--- src/rtl/fetch_pc_ctrl.sv ---
// Fetch PC sequencer: drives the instruction ROM address, pairs the returned
// word with its PC and presents it to decode over a valid/ready handshake.
// Supports decode back-pressure and branch/jump redirect with squash.
module fetch_pc_ctrl #(
  parameter logic [31:0] RESET_PC = 32'h0000_0000,
  parameter int unsigned CNT_W    = 32
) (
  input  logic             clk,
  input  logic             rst,
  output logic [31:0]      out_imem_addr,
  input  logic [31:0]      in_imem_rdata,
  output logic [31:0]      out_instr,
  output logic [31:0]      out_pc,
  output logic             out_valid,
  input  logic             in_ready,
  input  logic             in_redirect,
  input  logic [31:0]      in_redirect_target,
  output logic [CNT_W-1:0] out_fetch_count,
  output logic [CNT_W-1:0] out_stall_count
);

  localparam int unsigned PC_W      = 32;
  localparam logic [PC_W-1:0] PC_STEP  = PC_W'(4);
  localparam logic [PC_W-1:0] WORD_MSK = ~PC_W'(3);

  // PC whose instruction is currently on in_imem_rdata, and its valid flag
  logic [PC_W-1:0]  pc_q;
  logic             vld_q;
  logic [PC_W-1:0]  next_pc_c;
  logic             accept_c;
  logic             stall_c;
  logic [CNT_W-1:0] fetch_cnt_q;
  logic [CNT_W-1:0] stall_cnt_q;

  // Next fetch address: redirect wins, then fill/hold, else sequential
  always_comb begin
    next_pc_c = pc_q;
    if (in_redirect) begin
      next_pc_c = in_redirect_target & WORD_MSK;
    end else if (!vld_q) begin
      next_pc_c = pc_q;
    end else if (!in_ready) begin
      next_pc_c = pc_q;
    end else begin
      next_pc_c = pc_q + PC_STEP;
    end
  end

  // Handshake qualifiers; a redirecting cycle counts neither as accept nor stall
  always_comb begin
    accept_c = vld_q && in_ready && !in_redirect;
    stall_c  = vld_q && !in_ready && !in_redirect;
  end

  // PC and valid registers; ROM re-reads pc_q on hold so the output stays stable
  always_ff @(posedge clk or posedge rst) begin
    if (rst) begin
      pc_q  <= RESET_PC;
      vld_q <= 1'b0;
    end else begin
      pc_q  <= next_pc_c;
      vld_q <= 1'b1;
    end
  end

  // Performance counters, free-running modulo 2^CNT_W, cleared only by reset
  always_ff @(posedge clk or posedge rst) begin
    if (rst) begin
      fetch_cnt_q <= '0;
      stall_cnt_q <= '0;
    end else begin
      if (accept_c) begin
        fetch_cnt_q <= fetch_cnt_q + CNT_W'(1);
      end
      if (stall_c) begin
        stall_cnt_q <= stall_cnt_q + CNT_W'(1);
      end
    end
  end

  // Output mapping; the instruction passes straight through from the ROM
  always_comb begin
    out_imem_addr   = next_pc_c;
    out_instr       = in_imem_rdata;
    out_pc          = pc_q;
    out_valid       = vld_q && !in_redirect;
    out_fetch_count = fetch_cnt_q;
    out_stall_count = stall_cnt_q;
  end

endmodule

--- config.mk ---
export PLATFORM = sky130hd
export DESIGN_NAME = fetch_pc_ctrl
export DESIGN_NICKNAME = d
export VERILOG_FILES = /design/src/rtl/fetch_pc_ctrl.sv
export SDC_FILE = /design/constraint.sdc
export NUM_CORES = 1
export LEC_CHECK = 0
export ABC_AREA = 1
export BUFFER_PORTS_ARGS = -buffer_cell sky130_fd_sc_hd__buf_2
export CORE_UTILIZATION = 35
export CTS_CLUSTER_DIAMETER = 30
export CTS_CLUSTER_SIZE = 30
export DETAILED_ROUTE_END_ITERATION = 10
export PLACE_DENSITY_LB_ADDON = 0.1
export SETUP_SLACK_MARGIN = 0.05
export SLEW_MARGIN = 5
export SYNTH_ARGS = -nofsm -noshare
export SYNTH_HDL_FRONTEND = slang
export SYNTH_SLANG_ARGS = --single-unit
export TNS_END_PERCENT = 20
--- constraint.sdc ---
create_clock -name clk -period 4.45 [get_ports clk]
set_clock_uncertainty 0.2 [all_clocks]
set_input_delay 0.6675 -clock clk [delete_from_list [all_inputs] [get_ports clk]]
set_output_delay 0.6675 -clock clk [all_outputs]
set_load 0.01 [all_outputs]
* Yosys cells after proc, flatten, opt, wreduce, memory -nomap -nowiden
Cells that the tools add are included.
** Storage, ports and cells
- Logic and storage cells :: 17
- Output and inout port bits :: 161
- Bits in registers :: 97
** Operators by class
- Reductions and logical operators :: 7
- $add $sub $neg :: 3
- Muxes and demuxes :: 3
** Operators by type and width (count)
- two-way mux 32 bit :: 3
- adder 32 x 1 -> 32 bit, second input constant :: 2
- adder 32 x 3 -> 32 bit, second input constant :: 1
- logical AND 1 bit :: 5
- zero test 1 bit :: 2

* Longest topological paths before layout
- Word-level depth :: 4
- Mapped depth :: 11
- Gate-level depth less buffers :: 10

* Worst setup path after synthesis
No wires, ideal clock.
- Path type :: input port to output port
- From :: input port in_ready
- To :: output port out_imem_addr[17]
- Setup slack :: 1.961 ns
- Required time :: 3.582 ns
- Data arrival time :: 1.622 ns
- Path buffers :: 0
- Stages on the path :: 6
- Path through :: nand2_4 -> nor2_1 -> nand3_1 -> nor2_1 -> xor2_1 -> o21ai_0
** Between the ends
- Cells in the longest elaborated chain, start to end :: 3
** Ends and longest elaborated chain
- from (decl) :: line 15 : input logic in_ready,
- two-way mux 32 bit :: line 42 : end else if (!in_ready) begin
- two-way mux 32 bit :: line 40 : end else if (!vld_q) begin
- two-way mux 32 bit :: line 38 : if (in_redirect) begin
- to (decl) :: line 10 : output logic [31:0] out_imem_addr,
Every way passes these cells.

* Worst setup path in the final report
- From :: register vld_q
- To :: output port out_imem_addr[17]
** Between the ends
- Cells in the longest elaborated chain, start to end :: 2
** Ends and longest elaborated chain
- from (decl) :: line 28 : logic vld_q;
- from (signal assigned) :: line 59 : vld_q <= 1'b0;
- from (signal assigned) :: line 62 : vld_q <= 1'b1;
- two-way mux 32 bit :: line 40
- two-way mux 32 bit :: line 38
Every way passes these cells.

==> key figures <==
Run status
  – Status: finished clean

Route
  – Final ANT Viol Nets: 0
  – Starting DRC count in detailed routing: 318
  – First-pass DRT Iterations: 4
  – Final WL: 15.22 mm
  – Detailed-route DRC error count: 0
  – Routed len/inst: 14.02 um
  – Drt via density: 4.716
  – Vias: 5117

GRT
  – GRT overflow: 0
  – Tot GR Track Use: 0.1921
  – Vias in the first global route: 4924
  – Antenna violations before repair: 0
  – Global-route wire length before repair: 25.10 mm
  – Largest net degree at the start of global routing: 51

Job
  – Max cap viols: 0

Final layout
  – Fin nets: 935
  – Area grow syn2layout: 19.96%
  – Finished Cell Area: 0.006782 mm^2
  – ANT cells: 0
  – FF+latch area: 0.002427 mm^2
  – Ratio of cells with drive above 1 in the final layout: 0.2371
  – Area of the multi-input gates: 0.002708 mm^2
  – # fillers: 1661

Worst setup path
  – Crit Path Max Fanout: 8
  – Cell at the slowest stage of the critical path: dfrtp_1
  – Reg-to-reg slack, setup: 2150 ps
  – Kind of end point of the critical path: output pin
  – Critical Path Most Common Cell: nor2_1
  – Reg2Reg Launch Point: vld_q
  – Worst endpoint required time: 3580 ps
  – Reg2Reg Depth: 7
  – Startpoint types: flop
  – CP Data Arrival Time: 2420 ps
  – RR Endpoint: out_stall_count[27]
  – Critical path type: reg -> out
  – Crit path largest cell delay: 590 ps
  – CP Cell Sequence: nand2_4, nor2_1, nand3_1, nor2_1, xor2_1, o21ai_0, buf_2

Clock network
  – CTS tree: yes
  – CTS Sinks: 97
  – PostCTS Resize Cnt: 0
  – Total CTS buffers: 9
  – Clock-pin transition on the worst setup and hold timing paths: 80 ps
  – H-tree lvl count: 3
  – Root buffer cell: clkbuf_16
  – Worst skew pair latency: 350 ps
  – Hold bufs inserted after CTS: 0
  – Clock Tree Buf Depth: 2
  – Number of setup buffers added after CTS: 0

Timing
  – Tmin final: 3288 ps
  – Period utilization: 0.7388
  – Slew @ Worst Pin: 833.7 ps
  – Unrepaired setup endpoints after global routing: false
  – Setup violators final: 0
  – Final Hold Fails: 0
  – Setup TNS: 0 ps
  – Rel. slew slack: 0.4442
  – WHS: 219.3 ps
  – Max frequency: 0.3042 GHz
  – Pins Over Slew Limit: 0

Synthesis
  – Top-area cell type share of the netlist area: 0.4294
  – Seq/Total Area, Yosys: 0.4294
  – Seq cells post-synth: 97
  – Synthesized instance count: 729
  – Mapped Nets: 800
  – Top cells by area, synth: dfrtp_1 43%, nand2_1 15%, nor2_1 5.9%
  – Synth area leader: dfrtp_1
  – Post-synth cell types: 32
  – Mean post-synth cell area: 7.754 um^2
  – Synth warn: 0
  – Synthesized cell area: 0.005653 mm^2

Pwr
  – P_sw: 0.6620 mW
  – Clock share of power: 0.377
  – Internal power: 1.526 mW
  – Fraction of power spent switching nets: 0.3026
  – Power Density: 322.6 mW/mm^2
  – Comb pwr share: 0.151
  – P_leak: 3.541 nW
  – Sequential power share: 0.472
  – Max VDD drop: 0.1976 mV

Floorplanning
  – Initial Util: 0.3572
  – Die Y: 129.1 um
  – Row count: 46
  – Core area: 0.01583 mm^2
  – I/O pin count: 229
  – Die Area: 0.01666 mm^2
  – Die Width: 129.1 um

Placement
  – GPL Wtd Cong: 0.8727
  – Buffers on Ports: 162
  – HPWL Detailed: 11.79 mm
  – DP Area: 0.006474 mm^2

Min path
  – Worst Hold Class: in -> async
## registers in the layout, indices dropped and copies added (netlist names)
signal	cells
out_fetch_count	32
out_pc	32
out_stall_count	32
vld_q	1
## metal layers
metal / routed length (um) / GRT usage
met1: 7161 / 0.2634
met2: 6941 / 0.3062
met3: 852 / 0.02890
met4: 261 / 0.07405
met5: 0 / 0
## per-stage QoR
stage	power, mW	util	worst slack (ps)	instances
3_3_place_gp	1.380	0.4090	1320	1069
4_1_cts	2.225	0.4285	1124	1085
6_report	2.188	0.4285	1162	1085
5_1_grt	2.304	0.4285	876.9	1085
3_5_place_dp	1.386	0.4090	1261	1069
2_1_floorplan	1.253	-	1049	729
## placed cells by master (no fill, tap or decap), types with 2 or more instances in the layout
cell type	netlist	layout
a21o_1	2	2
a21oi_1	3	3
buf_2	0	162
buf_4	34	2
clkbuf_16	0	9
clkinvlp_4	0	2
dfrtp_1	97	97
ha_1	3	3
inv_1	63	62
inv_6	0	3
nand2_1	219	219
nand2_4	3	3
nand3_1	61	61
nand3_4	2	2
nand3b_1	8	8
nand4_1	25	25
nor2_1	89	89
nor2_2	3	3
nor2_4	5	5
nor2_8	3	3
nor3_1	18	18
nor3_2	2	2
nor4_1	2	2
o21ai_0	15	15
or2_2	4	4
xnor2_1	22	22
xor2_1	33	33
## worst max-delay path by stage
stage	start	end	slack [ps]	cells past startpoint
6_report	vld_q	out_imem_addr[17]	1160	7
4_1_cts	vld_q	out_imem_addr[17]	1120	7
3_5_place_dp	in_ready	out_imem_addr[17]	1260	8
3_3_place_gp	in_redirect	out_imem_addr[8]	1320	6
5_1_grt	vld_q	out_imem_addr[25]	880	9
2_1_floorplan	rst	out_fetch_count[0]	1050	1
## power by group through the flow
stage | sequential, mW | clock, mW | combinational, mW
final | 1.03 | 0.824 | 0.330
after global routing | 1.05 | 0.881 | 0.377
after floorplan | 1.06 | 0 | 0.194
after CTS | 1.03 | 0.854 | 0.337
after global placement | 1.05 | 0 | 0.332
after detailed placement | 1.05 | 0 | 0.336
## Yosys cell counts (all sizes together)
cell      n
nand3    63
dfrtp    97
buf      37
nand3b    9
nor3b     1
nand2   222
xnor2    22
or2       4
a21oi     3
nor2b     1
conb      1
nor2    100
nor3     20
o21ai    15
nor4      2
a21o      2
inv      64
nand4    25
ha        3
clkbuf    3
a31o      1
xor2     33
o31ai     1
## final cells by class
class                      count  area share
multi-input combinational    528      0.3993
sequential                    97      0.3579
timing repair buffer         164      0.1218
tap                          216     0.03985
inverter                      64     0.03579
clock buffer                   9     0.03321
clock inverter                 7     0.01218
## critical path, delay by kind of cell (launching register included)
kind	cells	cell delay, ps
and+or+nand+nor	4	950
DFF	1	590
xor gates and xnor gates	1	220
buffers and inverters	1	190
AOI/OAI and AO/OA	1	120
## cells by family (layout without fill, tap and decap cells)
logic type / count (synthesis) / count (layout) / synth area share
AOI/OAI and AO/OA: 22 / 22 / 0.02147
xor gates and xnor gates: 55 / 55 / 0.08521
adders and majority gates: 3 / 3 / 0.006641
buffers and inverters: 104 / 244 / 0.09163
DFF: 97 / 97 / 0.4294
other: 1 / 1 / 0.0006634
and+or+nand+nor: 447 / 447 / 0.3650
Note: power is estimated with default switching activity, not from simulation.
